===== config.mk =====
export PLATFORM = sky130hd
export DESIGN_NAME = sys_ctrl_rsp
export DESIGN_NICKNAME = d
export VERILOG_FILES = /design/src/rtl/sys_ctrl_rsp.sv
export SDC_FILE = /design/constraint.sdc
export NUM_CORES = 1
export LEC_CHECK = 0
export CAP_MARGIN = 0
export CORE_ASPECT_RATIO = 1.5
export CORE_UTILIZATION = 40
export DETAILED_ROUTE_END_ITERATION = 12
export HOLD_SLACK_MARGIN = 0.03
export PLACE_DENSITY = 0.69
export SETUP_SLACK_MARGIN = 0.1
export SLEW_MARGIN = 30
export SYNTH_ARGS = -nofsm -noshare
export SYNTH_HDL_FRONTEND = slang
export SYNTH_SLANG_ARGS = --single-unit

===== constraint.sdc =====
create_clock -name CLK -period 1.5 [get_ports CLK]
set_input_delay 0.225 -clock CLK [delete_from_list [all_inputs] [get_ports CLK]]
set_output_delay 0.225 -clock CLK [all_outputs]
set_load 0.005 [all_outputs]

===== src/rtl/sys_ctrl_rsp.sv =====
// sys_ctrl_rsp: decodes host command frames into RF/ALU operations and pushes response bytes to the TX FIFO
module sys_ctrl_rsp #(
  parameter int DATA_WIDTH = 8,
  parameter int RF_ADDR    = 4,
  parameter int OPA_ADDR   = 0,
  parameter int OPB_ADDR   = 1
) (
  input  logic                    CLK,
  input  logic                    RST_N,
  input  logic [DATA_WIDTH-1:0]   RX_P_DATA,
  input  logic                    RX_D_VLD,
  input  logic [DATA_WIDTH-1:0]   RF_RD_DATA,
  input  logic                    RF_RD_DATA_VLD,
  input  logic [2*DATA_WIDTH-1:0] ALU_OUT,
  input  logic                    ALU_OUT_VLD,
  input  logic                    FIFO_FULL,
  output logic [RF_ADDR-1:0]      RF_ADDR_O,
  output logic                    RF_WR_EN,
  output logic                    RF_RD_EN,
  output logic [DATA_WIDTH-1:0]   RF_WR_DATA,
  output logic                    ALU_EN,
  output logic [3:0]              ALU_FUN,
  output logic                    CLK_GATE_EN,
  output logic [DATA_WIDTH-1:0]   TX_P_DATA,
  output logic                    TX_D_VLD
);
  typedef enum logic [3:0] {
    IDLE, WR_ADDR, WR_DATA, RD_ADDR, RD_WAIT, TX_RF,
    OPA, OPB, FUN, ALU_WAIT, TX_LO, TX_HI
  } state_t;
  state_t                  state_q, state_d;
  logic [RF_ADDR-1:0]      rf_addr_q, rf_addr_d;
  logic                    rf_wr_en_q, rf_wr_en_d;
  logic                    rf_rd_en_q, rf_rd_en_d;
  logic [DATA_WIDTH-1:0]   rf_wr_data_q, rf_wr_data_d;
  logic                    alu_en_q, alu_en_d;
  logic [3:0]              alu_fun_q, alu_fun_d;
  logic                    clk_gate_en_q, clk_gate_en_d;
  logic [DATA_WIDTH-1:0]   tx_p_data_q, tx_p_data_d;
  logic                    tx_d_vld_q, tx_d_vld_d;
  logic [2*DATA_WIDTH-1:0] data_q, data_d;
  always_comb begin
    state_d       = state_q;
    rf_addr_d     = rf_addr_q;
    rf_wr_data_d  = rf_wr_data_q;
    alu_fun_d     = alu_fun_q;
    tx_p_data_d   = tx_p_data_q;
    data_d        = data_q;
    rf_wr_en_d    = 1'b0;
    rf_rd_en_d    = 1'b0;
    alu_en_d      = 1'b0;
    clk_gate_en_d = 1'b0;
    tx_d_vld_d    = 1'b0;
    case (state_q)
      IDLE:
        if (RX_D_VLD)
          state_d = RX_P_DATA == DATA_WIDTH'(8'hAA) ? WR_ADDR :
                    RX_P_DATA == DATA_WIDTH'(8'hBB) ? RD_ADDR :
                    RX_P_DATA == DATA_WIDTH'(8'hCC) ? OPA :
                    RX_P_DATA == DATA_WIDTH'(8'hDD) ? FUN : IDLE;
      WR_ADDR:
        if (RX_D_VLD) begin
          rf_addr_d = RX_P_DATA[RF_ADDR-1:0];
          state_d   = WR_DATA;
        end
      WR_DATA:
        if (RX_D_VLD) begin
          rf_wr_en_d   = 1'b1;
          rf_wr_data_d = RX_P_DATA;
          state_d      = IDLE;
        end
      RD_ADDR:
        if (RX_D_VLD) begin
          rf_rd_en_d = 1'b1;
          rf_addr_d  = RX_P_DATA[RF_ADDR-1:0];
          state_d    = RD_WAIT;
        end
      RD_WAIT:
        if (RF_RD_DATA_VLD) begin
          data_d  = {{DATA_WIDTH{1'b0}}, RF_RD_DATA};
          state_d = TX_RF;
        end
      TX_RF:
        if (!FIFO_FULL) begin
          tx_d_vld_d  = 1'b1;
          tx_p_data_d = data_q[DATA_WIDTH-1:0];
          state_d     = IDLE;
        end
      OPA:
        if (RX_D_VLD) begin
          rf_wr_en_d   = 1'b1;
          rf_addr_d    = RF_ADDR'(OPA_ADDR);
          rf_wr_data_d = RX_P_DATA;
          state_d      = OPB;
        end
      OPB:
        if (RX_D_VLD) begin
          rf_wr_en_d   = 1'b1;
          rf_addr_d    = RF_ADDR'(OPB_ADDR);
          rf_wr_data_d = RX_P_DATA;
          state_d      = FUN;
        end
      FUN:
        if (RX_D_VLD) begin
          alu_fun_d     = RX_P_DATA[3:0];
          alu_en_d      = 1'b1;
          clk_gate_en_d = 1'b1;
          state_d       = ALU_WAIT;
        end
      ALU_WAIT:
        if (ALU_OUT_VLD) begin
          data_d  = ALU_OUT;
          state_d = TX_LO;
        end else begin
          alu_en_d      = 1'b1;
          clk_gate_en_d = 1'b1;
        end
      TX_LO:
        if (!FIFO_FULL) begin
          tx_d_vld_d  = 1'b1;
          tx_p_data_d = data_q[DATA_WIDTH-1:0];
          state_d     = TX_HI;
        end
      TX_HI:
        if (!FIFO_FULL) begin
          tx_d_vld_d  = 1'b1;
          tx_p_data_d = data_q[2*DATA_WIDTH-1:DATA_WIDTH];
          state_d     = IDLE;
        end
      default: state_d = IDLE;
    endcase
  end
  always_ff @(posedge CLK) begin
    if (!RST_N) begin
      state_q       <= IDLE;
      rf_addr_q     <= '0;
      rf_wr_en_q    <= 1'b0;
      rf_rd_en_q    <= 1'b0;
      rf_wr_data_q  <= '0;
      alu_en_q      <= 1'b0;
      alu_fun_q     <= '0;
      clk_gate_en_q <= 1'b0;
      tx_p_data_q   <= '0;
      tx_d_vld_q    <= 1'b0;
      data_q        <= '0;
    end else begin
      state_q       <= state_d;
      rf_addr_q     <= rf_addr_d;
      rf_wr_en_q    <= rf_wr_en_d;
      rf_rd_en_q    <= rf_rd_en_d;
      rf_wr_data_q  <= rf_wr_data_d;
      alu_en_q      <= alu_en_d;
      alu_fun_q     <= alu_fun_d;
      clk_gate_en_q <= clk_gate_en_d;
      tx_p_data_q   <= tx_p_data_d;
      tx_d_vld_q    <= tx_d_vld_d;
      data_q        <= data_d;
    end
  end
  assign RF_ADDR_O   = rf_addr_q;
  assign RF_WR_EN    = rf_wr_en_q;
  assign RF_RD_EN    = rf_rd_en_q;
  assign RF_WR_DATA  = rf_wr_data_q;
  assign ALU_EN      = alu_en_q;
  assign ALU_FUN     = alu_fun_q;
  assign CLK_GATE_EN = clk_gate_en_q;
  assign TX_P_DATA   = tx_p_data_q;
  assign TX_D_VLD    = tx_d_vld_q;
endmodule


Word level (Yosys, flattened, before mapping) --
Cells that the tools add are included.
Word-level totals: logic and storage cells 86, register bits after elaboration 48, input port bits 38, output and inout port bits 29
Operators by class: equal/unequal tests 29, multiplexer cells 29, reductions and logical operators 18
Operator list (number):
- 4-bit 2-to-1 mux | 17
- 4-bit case mux with 11 select lines | 1
- 8-bit == test (second input constant) | 4
- 16-bit 2-to-1 mux | 2
- 16-bit case mux with 2 select lines | 1
- 2-bit inequality test (second input constant) | 13
- 4-bit by 3-bit == test with 1-bit output (second input constant) | 4
- 4-bit == test (second input constant) | 4
- 8-bit 2-to-1 mux | 2
- 8-bit case mux with 2 select lines | 1
- 4-bit case mux with 3 select lines | 1
- 11-bit AND reduction | 1
- 2-bit AND reduction | 5
- 4-bit by 2-bit == test with 1-bit output (second input constant) | 2
- 3-bit AND reduction | 2
- 2-bit OR reduction | 3
- 3-bit OR reduction | 2
- 4-bit by 1-bit == test with 1-bit output (second input constant) | 1
- 4-bit zero test | 1
- 4-bit AND reduction | 1
- 2-bit nonzero test | 2
- 1-bit 2-to-1 mux | 3
- 3-bit nonzero test | 1
- 2-bit by 1-bit inequality test with 1-bit output (second input constant) | 1
- 1-bit case mux with 2 select lines | 1

Logic depth before layout (Yosys ltp) --
Gate-level depths: netlist of run 1.
word-level depth 7, depth in mapped cells 6, mapped depth without buffers 4

Worst setup path after synthesis of run 1 --
No wires, ideal clock.
kind flip-flop to flip-flop, start point register state_q[3], end point register state_q[3], buffers on the path 1, cell stages (with the launch flop) 6, arrival 1.322 ns, data required time 1.428 ns, setup slack 0.106 ns, cells stage by stage dfxtp_1 buf_6 and4bb_1 o21bai_4 o2111a_1 mux2i_1
Between the ends: longest elaborated chain between the ends 4, elaborated cells between the ends (all ways) 26
Ends and longest elaborated chain:
- start: declaration | RTL line 31 | state_t state_q, state_d;
- start signal: assignment | RTL line 147 | state_q <= state_d;
- 4-bit == test / 4-bit by 3-bit == test with 1-bit output (equally long branches) | RTL line 54 | case (state_q)
- 2-bit OR reduction (no source line)
- 2-bit inequality test (no source line)
- 11-bit AND reduction (no source line)
Parallel ways exist; a longest one is shown, timed or not. A chain may end at the register's enable or synchronous reset.

Worst setup path in the final report of run 1 --
start point register state_q[2], end point register tx_p_data_q[6], in the netlist TX_P_DATA[6]
Between the ends: longest elaborated chain between the ends 4, elaborated cells between the ends (all ways) 9
Ends and longest elaborated chain:
- 4-bit == test / 4-bit by 3-bit == test with 1-bit output (equally long branches) | RTL line 54
- 2-bit OR reduction (no source line)
- 2-bit inequality test (no source line) / 2-bit nonzero test (equally long branches)
- 3-bit AND reduction (no source line)
- end signal: assignment | RTL line 155 | tx_p_data_q <= tx_p_data_d;
- end: declaration | RTL line 39 | logic [DATA_WIDTH-1:0] tx_p_data_q, tx_p_data_d;
Parallel ways exist; a longest one is shown, timed or not.

==> results of run 1 <==
worst max-delay path, cell delays in order, from the launching register on:
cell and delay [ns]:
sky130_fd_sc_hd__dfxtp_4 0.38, sky130_fd_sc_hd__buf_6 0.14, sky130_fd_sc_hd__nand3b_1 0.20, sky130_fd_sc_hd__a21oi_4 0.26
sky130_fd_sc_hd__clkbuf_16 0.20, sky130_fd_sc_hd__buf_6 0.10, sky130_fd_sc_hd__a211oi_2 0.05
layer usage:
metal,vias to the layer above,track usage (%),wire (um)
met3,7,3.20,228
met4,0,7.59,78
met1,1068,24.3,2770
met2,46,35.9,3400
li1,1091,-,-
met5,-,0,0
final cells by class:
type / count / area [um2] / area share, %
Timing Repair Buffer: 116 / 1170 / 29.7
Inverter: 3 / 11.3 / 0.285
Clock buffer: 5 / 68.8 / 1.74
Clock inverter: 3 / 68.8 / 1.74
Multi-Input combinational cell: 172 / 1540 / 39.1
Sequential cell: 48 / 993 / 25.2
Tap cell: 72 / 90.1 / 2.28
power breakdown:
| group | internal (uW) | switching (uW) |
|---|---|---|
| clock network | 671 | 462 |
| registers | 1270 | 1.05 |
| logic | 148 | 98.0 |
logic make-up (layout without fill, tap and decap cells):
family / Yosys count / after routing / synth area share, %
AOI/OAI and AO/OA: 47 / 47 / 16.9
DFF: 48 / 48 / 40.5
and+or+nand+nor: 87 / 87 / 20.9
muxes: 35 / 35 / 14.8
xor gates and xnor gates: 3 / 3 / 1.11
buffers and inverters: 21 / 127 / 5.80
synth_stat cells (2+ instances only):
| cell | number |
|---|---|
| sky130_fd_sc_hd__nand2_1 | 6 |
| sky130_fd_sc_hd__and2_1 | 7 |
| sky130_fd_sc_hd__nand4bb_1 | 3 |
| sky130_fd_sc_hd__buf_4 | 4 |
| sky130_fd_sc_hd__o211ai_1 | 2 |
| sky130_fd_sc_hd__xor2_1 | 2 |
| sky130_fd_sc_hd__mux2i_1 | 35 |
| sky130_fd_sc_hd__buf_6 | 5 |
| sky130_fd_sc_hd__nor4bb_1 | 2 |
| sky130_fd_sc_hd__nand2b_1 | 3 |
| sky130_fd_sc_hd__dfxtp_1 | 48 |
| sky130_fd_sc_hd__nor2b_1 | 4 |
| sky130_fd_sc_hd__o21ai_0 | 2 |
| sky130_fd_sc_hd__buf_2 | 5 |
| sky130_fd_sc_hd__nand3b_1 | 4 |
| sky130_fd_sc_hd__inv_1 | 2 |
| sky130_fd_sc_hd__a211oi_1 | 18 |
| sky130_fd_sc_hd__nor3_1 | 2 |
| sky130_fd_sc_hd__a32oi_1 | 8 |
| sky130_fd_sc_hd__nor2_1 | 42 |
| sky130_fd_sc_hd__and3b_1 | 2 |
| sky130_fd_sc_hd__a21oi_4 | 2 |
| sky130_fd_sc_hd__clkbuf_1 | 4 |
| sky130_fd_sc_hd__a21oi_1 | 2 |
worst paths after layout:
check | startpoint | to | slack, ns | cells past startpoint
worst max-delay path | state_q[2] | TX_P_DATA[6] | 0.05 | 6
worst max register to register | state_q[2] | TX_P_DATA[6] | 0.05 | 6
worst min-delay path | RX_P_DATA[2] | RF_WR_DATA[2] | 0.37 | 4
worst min register to register | RF_WR_DATA[0] | RF_WR_DATA[0] | 0.49 | 2
what timing repair did:
action	in CTS	in global routing
pin swaps	7	18
gates resized for setup	26	69
buffers inserted	7	6
cloned	0	1
endpoints found under the setup margin	34	61
state kept, by name, indices dropped and copies added (netlist names):
name,count
data_q,16
RF_WR_DATA,8
TX_P_DATA,8
ALU_FUN,4
RF_ADDR_O,4
state_q,4
CLK_GATE_EN,1
RF_RD_EN,1
RF_WR_EN,1
TX_D_VLD,1
stage by stage:
step                      setup TNS, ns  util [%]  cells  power, uW
after floorplan                       0         -    241       1360
after global placement            -3.69      58.0    397       1530
after detailed placement          -4.52      58.0    397       1530
after CTS                             0      63.4    412       2650
after global routing           -0.00294      68.8    419       2730
final                                 0      68.8    419       2650
==> results by stage, run 1 <==
Outcome:
- The flow ran to the end, and the final reports show no timing, DRC or antenna violations.

Critical path:
- The element type at the critical path end is a flip-flop.
- By startpoint and endpoint, the worst setup path is classified as flip-flop to flip-flop.
- Of all nets on the critical path, the largest fanout is 7.
- STA classifies the critical path startpoint as a flip-flop.
- The data arrival time at the worst-slack endpoint is 1.64 ns.
- The required time of the worst setup path is 1.70 ns.

Synth:
- The most used flip-flop cell after synthesis is sky130_fd_sc_hd__dfxtp_1.
- Synthesis produced 241 cells.
- The count of different cell masters after synthesis is 51.
- The portion of the post-synthesis area used by sequential elements is 40.5%.
- The share of the synthesized area in the top cell type is 40.5%.
- Counting flops with an async set or reset pin after synthesis yields a share of 0%.
- The largest area contributor in the netlist is sky130_fd_sc_hd__dfxtp_1.
- The number of warning messages in the yosys log is 0.
- The netlist area before placement is 2370 um2.
- The number of nets in the synthesized netlist is 279.
- Yosys mapped a number of flops with a built-in enable equal to 0.
- The register bit total from synthesis is 48.
- Ranked by total cell area, the synthesized netlist is headed by sky130_fd_sc_hd__dfxtp_1, sky130_fd_sc_hd__mux2i_1, sky130_fd_sc_hd__nor2_1.
- The mean instance size in the synthesized netlist is 9.84 um2.

Pwr:
- For this design the static power due to leakage is 0.00170 uW.
- In this run the power density over the cells is 670 nW/um2.
- The peak supply drop is 0.515 mV.

Worst hold path:
- The path class of the tightest hold or removal check is input port to flip-flop.

Flow run:
- Max-cap violations in this run came to 0.

Global route:
- The via count of the first global-routing pass is 2102.
- The number of antenna violations at the first check in global routing was 0.
- In the global route stage, overall resource usage came out at 20.3%.
- The maximum number of pins on one net before global-route repair is 26.
- The wire length of the first global-routing pass is 9790 um.
- The remaining global-route overflow is 0.

Routing:
- In the final routed layout, each cell accounts on average for 15.5 um.
- For this block, the routed nets add up to 6480 um of wire.
- The routed layout has 2212 vias.
- For this run, the detailed router's first-pass iteration total came to 4.
- The first routing iteration left 103 violations.
- The via-per-instance ratio is 5.28.
- The count of nets left with antenna violations once routing finished came out at 0.
- For this run, design rule violations remaining after detail routing come to 0.

STA:
- Timing would allow up to 692 MHz.
- Hold is met by 0.366 ns.
- The worst slew slack as a fraction of its limit is 79.5%.
- For the pin with the worst max-slew slack, the measured transition is 0.299 ns.
- Setup repair after global routing could not meet its margin everywhere.
- Subtracting the final worst setup slack from the clock period gives 1.45 ns.
- The setup slack after layout is 0.0542 ns.
- After layout, the worst path uses 96.4% of the clock period.
- The setup violation total in the final timing report is 0.
- The final number of hold-violating endpoints is 0.
- The post-route clock skew is 0.0102 ns.
- The count of pins over their slew limit is 0.

Floorplanning:
- In this run the standard cell core region covers 5740 um2.
- The die covers 6250 um2.
- The number of rows created at floorplan is 34.
- Once the floorplan was initialized, standard cells occupied 41.3% of the core.
- The boundary pin count is 67.
- The die boundary height is 96.3 um.
- The width of the chip is 64.9 um.

Place:
- The detailed-placement wirelength estimate is 4350 um.
- Routability-driven placement finished with a final weighted congestion of 0.849.
- The area after detailed placement is 3330 um2.
- Prior to clock tree synthesis, the placed netlist has a worst setup slack of -0.255 ns.
- The count of input and output buffers is 66.

Clock tree:
- After clock tree synthesis, the clock-pin slew on the worst setup and hold paths is 0.10 ns.
- The number of buffers created by CTS is 5.
- The latest clock arrival within the worst-skew pair is 0.30 ns.
- The count of hold buffers inserted by post-cts repair is 0.
- The clock tree from TritonCTS is yes.
- The cell at the root of the clock tree is sky130_fd_sc_hd__clkbuf_8.
- The longest clock path from root to sink contains 2 buffers.
- The depth of the CTS H-tree is 2.
- CTS saw 48 sinks.

Finish:
- The area growth from synthesis to final layout is 66.6%.
- The top cell types in the final layout, fill and taps aside, are sky130_fd_sc_hd__clkdlybuf4s50_1, sky130_fd_sc_hd__buf_4, sky130_fd_sc_hd__nor2_1, sky130_fd_sc_hd__mux2i_1, sky130_fd_sc_hd__dfxtp_1.
- The final non-filler cell area is 3950 um2.
- Of the cells placed in the final design, the portion with a size suffix greater than 1 is 36.3%.
- The count of antenna diodes in the layout is 0.
- At the end of the flow, the number of nets in the layout was 384.
- Leaving out fill and tap cells, the most frequent cell in the layout is sky130_fd_sc_hd__clkdlybuf4s50_1.
- Fill cells in the final layout number 427.
Power figures use the tool's default switching activity.
==> inputs of run 2 (changes only) <==
--- a/config.mk
+++ b/config.mk
@@ -11,6 +11,7 @@
 export DETAILED_ROUTE_END_ITERATION = 12
 export HOLD_SLACK_MARGIN = 0.03
 export PLACE_DENSITY = 0.69
+export REMOVE_ABC_BUFFERS = 1
 export SETUP_SLACK_MARGIN = 0.1
 export SLEW_MARGIN = 30
 export SYNTH_ARGS = -nofsm -noshare
==> run 2 against run 1 <==
Net effect:
- sequential power hardly changed
- sequential share of layout area is 1.6 points higher
- worst hold slack better by 0.12 ns
- non-clock buffer count is 6 lower
- final cell count is 1.4% lower
- first-iteration DRC count is 28% lower
- critical path depth stayed put
- critical path type unchanged
- largest power group unchanged
==> results by stage, run 2 (synthesis gave the netlist of run 1 again) <==
Finish:
- Most frequent cells in the layout: sky130_fd_sc_hd__clkdlybuf4s50_1, sky130_fd_sc_hd__nor2_1, sky130_fd_sc_hd__mux2i_1, sky130_fd_sc_hd__buf_4, sky130_fd_sc_hd__dfxtp_1 (was sky130_fd_sc_hd__clkdlybuf4s50_1, sky130_fd_sc_hd__buf_4, sky130_fd_sc_hd__nor2_1, sky130_fd_sc_hd__mux2i_1, sky130_fd_sc_hd__dfxtp_1).
- The post-route core utilization came to 64.4% (was 68.8%).
- The final cell count without fillers was 413 (was 419).
- The flip-flop count of the largest register after layout is 16 (unchanged).
- The count of nets after finishing is 378 (was 384).
- The most common cell after layout, fill and taps aside is sky130_fd_sc_hd__clkdlybuf4s50_1 (unchanged).
- The area growth from synthesis to final layout was 56.0% (was 66.6%).
- The top register by number of flip-flops was data_q (unchanged).
- The fraction of layout instances using a drive strength above 1 is 27.0% (was 36.3%).
- The count of antenna diodes in the layout is 0 (unchanged).
- The total of fill cells in the finished design came to 496 (was 427).

Routing:
- The total routed wire length on the met1 layer is 2450 um (was 2770 um).
- The uppermost layer routed is met4 (unchanged).
- The met2 wirelength from detailed routing was 3270 um (was 3400 um).
- The average wire per standard cell came to 14.7 um (was 15.5 um).
- The wire length on met3 came to 249 um (was 228 um).
- The final wirelength came to 6080 um (was 6480 um).
- The final antenna-violating net count is 0 (unchanged).
- The via-per-instance ratio is 5.29 (was 5.28).
- The initial detailed-routing violation count is 74 (was 103).
- The number of design rule violations left after detail routing was 0 (unchanged).
- The number of detailed-routing iterations run before antenna repair is 5 (was 4).
- The total via count in the routed design was 2184 (was 2212).

Clock tree:
- The clock net sink count is 48 (unchanged).
- The number of buffers created by CTS is 5 (unchanged).
- The clock input transition at the sequential cells of the worst setup and hold paths is 0.09 ns (was 0.10 ns).
- The number of buffers on the longest clock path is 2 (unchanged).
- The depth of the CTS H-tree is 2 (unchanged).
- The cell at the root of the clock tree was sky130_fd_sc_hd__clkbuf_8 (unchanged).
- The latest clock arrival within the worst-skew pair was 0.31 ns (was 0.30 ns).
- The clock tree from TritonCTS is yes (unchanged).
- The count of hold buffers inserted by post-cts repair is 0 (unchanged).

Floorplanning:
- The area inside the core boundary came to 5740 um2 (unchanged).
- The width of the chip is 64.9 um (unchanged).
- The number of rows created at floorplan is 34 (unchanged).
- The effective utilization at floorplan is 41.3% (unchanged).
- The overall die area came to 6250 um2 (unchanged).
- The die boundary height is 96.3 um (unchanged).
- The boundary pin count is 67 (unchanged).

Place:
- The placed cell count is 397 (unchanged).
- The count of input and output buffers is 66 (unchanged).
- The detailed-placement wirelength estimate is 4300 um (was 4350 um).
- The worst setup slack before clock tree synthesis is -0.275 ns (was -0.255 ns).
- The final weighted congestion in routability-driven placement came to 0.846 (was 0.849).

STA:
- The worst slew slack as a fraction of its limit is 79.0% (was 79.5%).
- The final clock period utilization by the worst path is 96.7% (was 96.4%).
- The setup slack after layout came to 0.0492 ns (was 0.0542 ns).
- Unrepaired setup endpoints after global routing: true (unchanged).
- The setup TNS after final layout was 0 ns (unchanged).
- The post-layout minimum cycle time came to 1.45 ns (about the same).
- The final hold slack is 0.487 ns (was 0.366 ns).
- The count of pins over their slew limit is 0 (unchanged).
- The worst-margin pin slew is 0.314 ns (was 0.299 ns).
- The upper clock frequency limit was 689 MHz (was 692 MHz).
- The final number of hold-violating endpoints is 0 (unchanged).
- The post-route clock skew came to 0.00414 ns (was 0.0102 ns).
- The setup violation total in the final timing report is 0 (unchanged).

Critical path:
- The type of origin of the critical path is a flip-flop (unchanged).
- The critical path start-end classification is flip-flop to flip-flop (unchanged).
- The reg-to-reg critical path startpoint is state_q[3] (was state_q[2]).
- The largest fanout on the critical path is 8 (was 7).
- The data arrival time at the worst-slack endpoint is 1.66 ns (was 1.64 ns).
- The critical register-to-register path endpoint is data_q[9] (was TX_P_DATA[6]).
- The cell depth of the worst flop-to-flop path is 6 (unchanged).
- The element type at the critical path end is a flip-flop (unchanged).
- The required time of the worst setup path is 1.71 ns (was 1.70 ns).
- The internal reg-to-reg setup slack is 0.05 ns (about the same).

Worst hold path:
- The endpoint with the worst hold slack was RF_WR_DATA[5] (was RF_WR_DATA[2]).
- The beginning of the worst hold path is RF_WR_DATA[5] (was RX_P_DATA[2]).
- The worst min-delay path class is flip-flop to flip-flop (was input port to flip-flop).
- The number of cells traversed by the worst hold path is 2 (was 4).

Global route:
- The wire length of the first global-routing pass came to 9520 um (was 9790 um).
- The number of antenna violations at the first check in global routing is 0 (unchanged).
- The via count of the first global-routing pass is 1996 (was 2102).
- The remaining global-route overflow was 0 (unchanged).
- The total routing resource utilization after global routing is 20.1% (was 20.3%).
- The maximum number of pins on one net before global-route repair was 31 (was 26).

Outcome:
- Run status: finished, final reports clean (unchanged).

Pwr:
- The power density over the cells came to 661 nW/um2 (was 670 nW/um2).
- The static leakage is 0.00165 uW (was 0.00170 uW).
- The peak supply drop is 0.544 mV (was 0.515 mV).

Flow run:
- The count of max-cap constraint violations is 0 (unchanged).
## run 2: cell types whose count changed in the layout (fill, tap and decap cells not counted), moves of 3 or more
cell,change
sky130_fd_sc_hd__a211oi_1,+9
sky130_fd_sc_hd__a211oi_2,-9
sky130_fd_sc_hd__nor2_1,+7
sky130_fd_sc_hd__nor2_2,-5
sky130_fd_sc_hd__buf_4,-3
sky130_fd_sc_hd__buf_6,-3
## run 2: per-stage QoR
step	total power, uW	cell area, um2
after detailed placement	1520	3330
after floorplan	1360	2240
final	2440	3700
after global placement	1520	3330
after CTS	2450	3540
after global routing	2540	3700
## run 2: repair_timing
action / in CTS / in global routing
buffers inserted: 2 / 6
endpoints found under the setup margin: 51 / 60
resized for setup: 28 / 35
pin swaps: 6 / 13
## run 2: worst max path at each step
stage | startpoint | end | slack, ns | cells past startpoint
after floorplan | state_q[0] | data_q[0] | -0.41 | 4
after global placement | RST_N | state_q[1] | -0.21 | 5
after detailed placement | RST_N | state_q[1] | -0.27 | 5
after CTS | state_q[3] | data_q[3] | 0.06 | 5
after global routing | state_q[3] | data_q[10] | -0.005 | 6
final | state_q[3] | data_q[9] | 0.05 | 6
## run 2: where the power goes
part           internal [uW]  leakage [uW]  switching (uW)
registers               1270      0.000396            1.21
clock network            493     0.0000541             453
logic                    141       0.00120            85.3
total                   1900       0.00165             540
## run 2: per-layer routing
metal  track usage [%]  up-vias
li1                  -     1078
met1              23.3     1029
met2              36.5       67
met3              3.55       10
met4              7.22        0
met5                 0        -
## run 2: layout make-up
class | count | area, um2 | area share (%)
Timing Repair Buffer | 110 | 1100 | 29.9
Multi-Input combinational cell | 172 | 1390 | 37.7
Tap cell | 72 | 90.1 | 2.44
Clock buffer | 5 | 68.8 | 1.86
Sequential cell | 48 | 988 | 26.7
Clock inverter | 3 | 42.5 | 1.15
Inverter | 3 | 11.3 | 0.304
## run 2: critical path: stages (launching register included)
cell	delay, ns
sky130_fd_sc_hd__dfxtp_4	0.39
sky130_fd_sc_hd__buf_6	0.14
sky130_fd_sc_hd__nor4b_4	0.31
sky130_fd_sc_hd__o21bai_4	0.12
sky130_fd_sc_hd__buf_6	0.15
sky130_fd_sc_hd__a32oi_1	0.18
sky130_fd_sc_hd__nor2_1	0.05
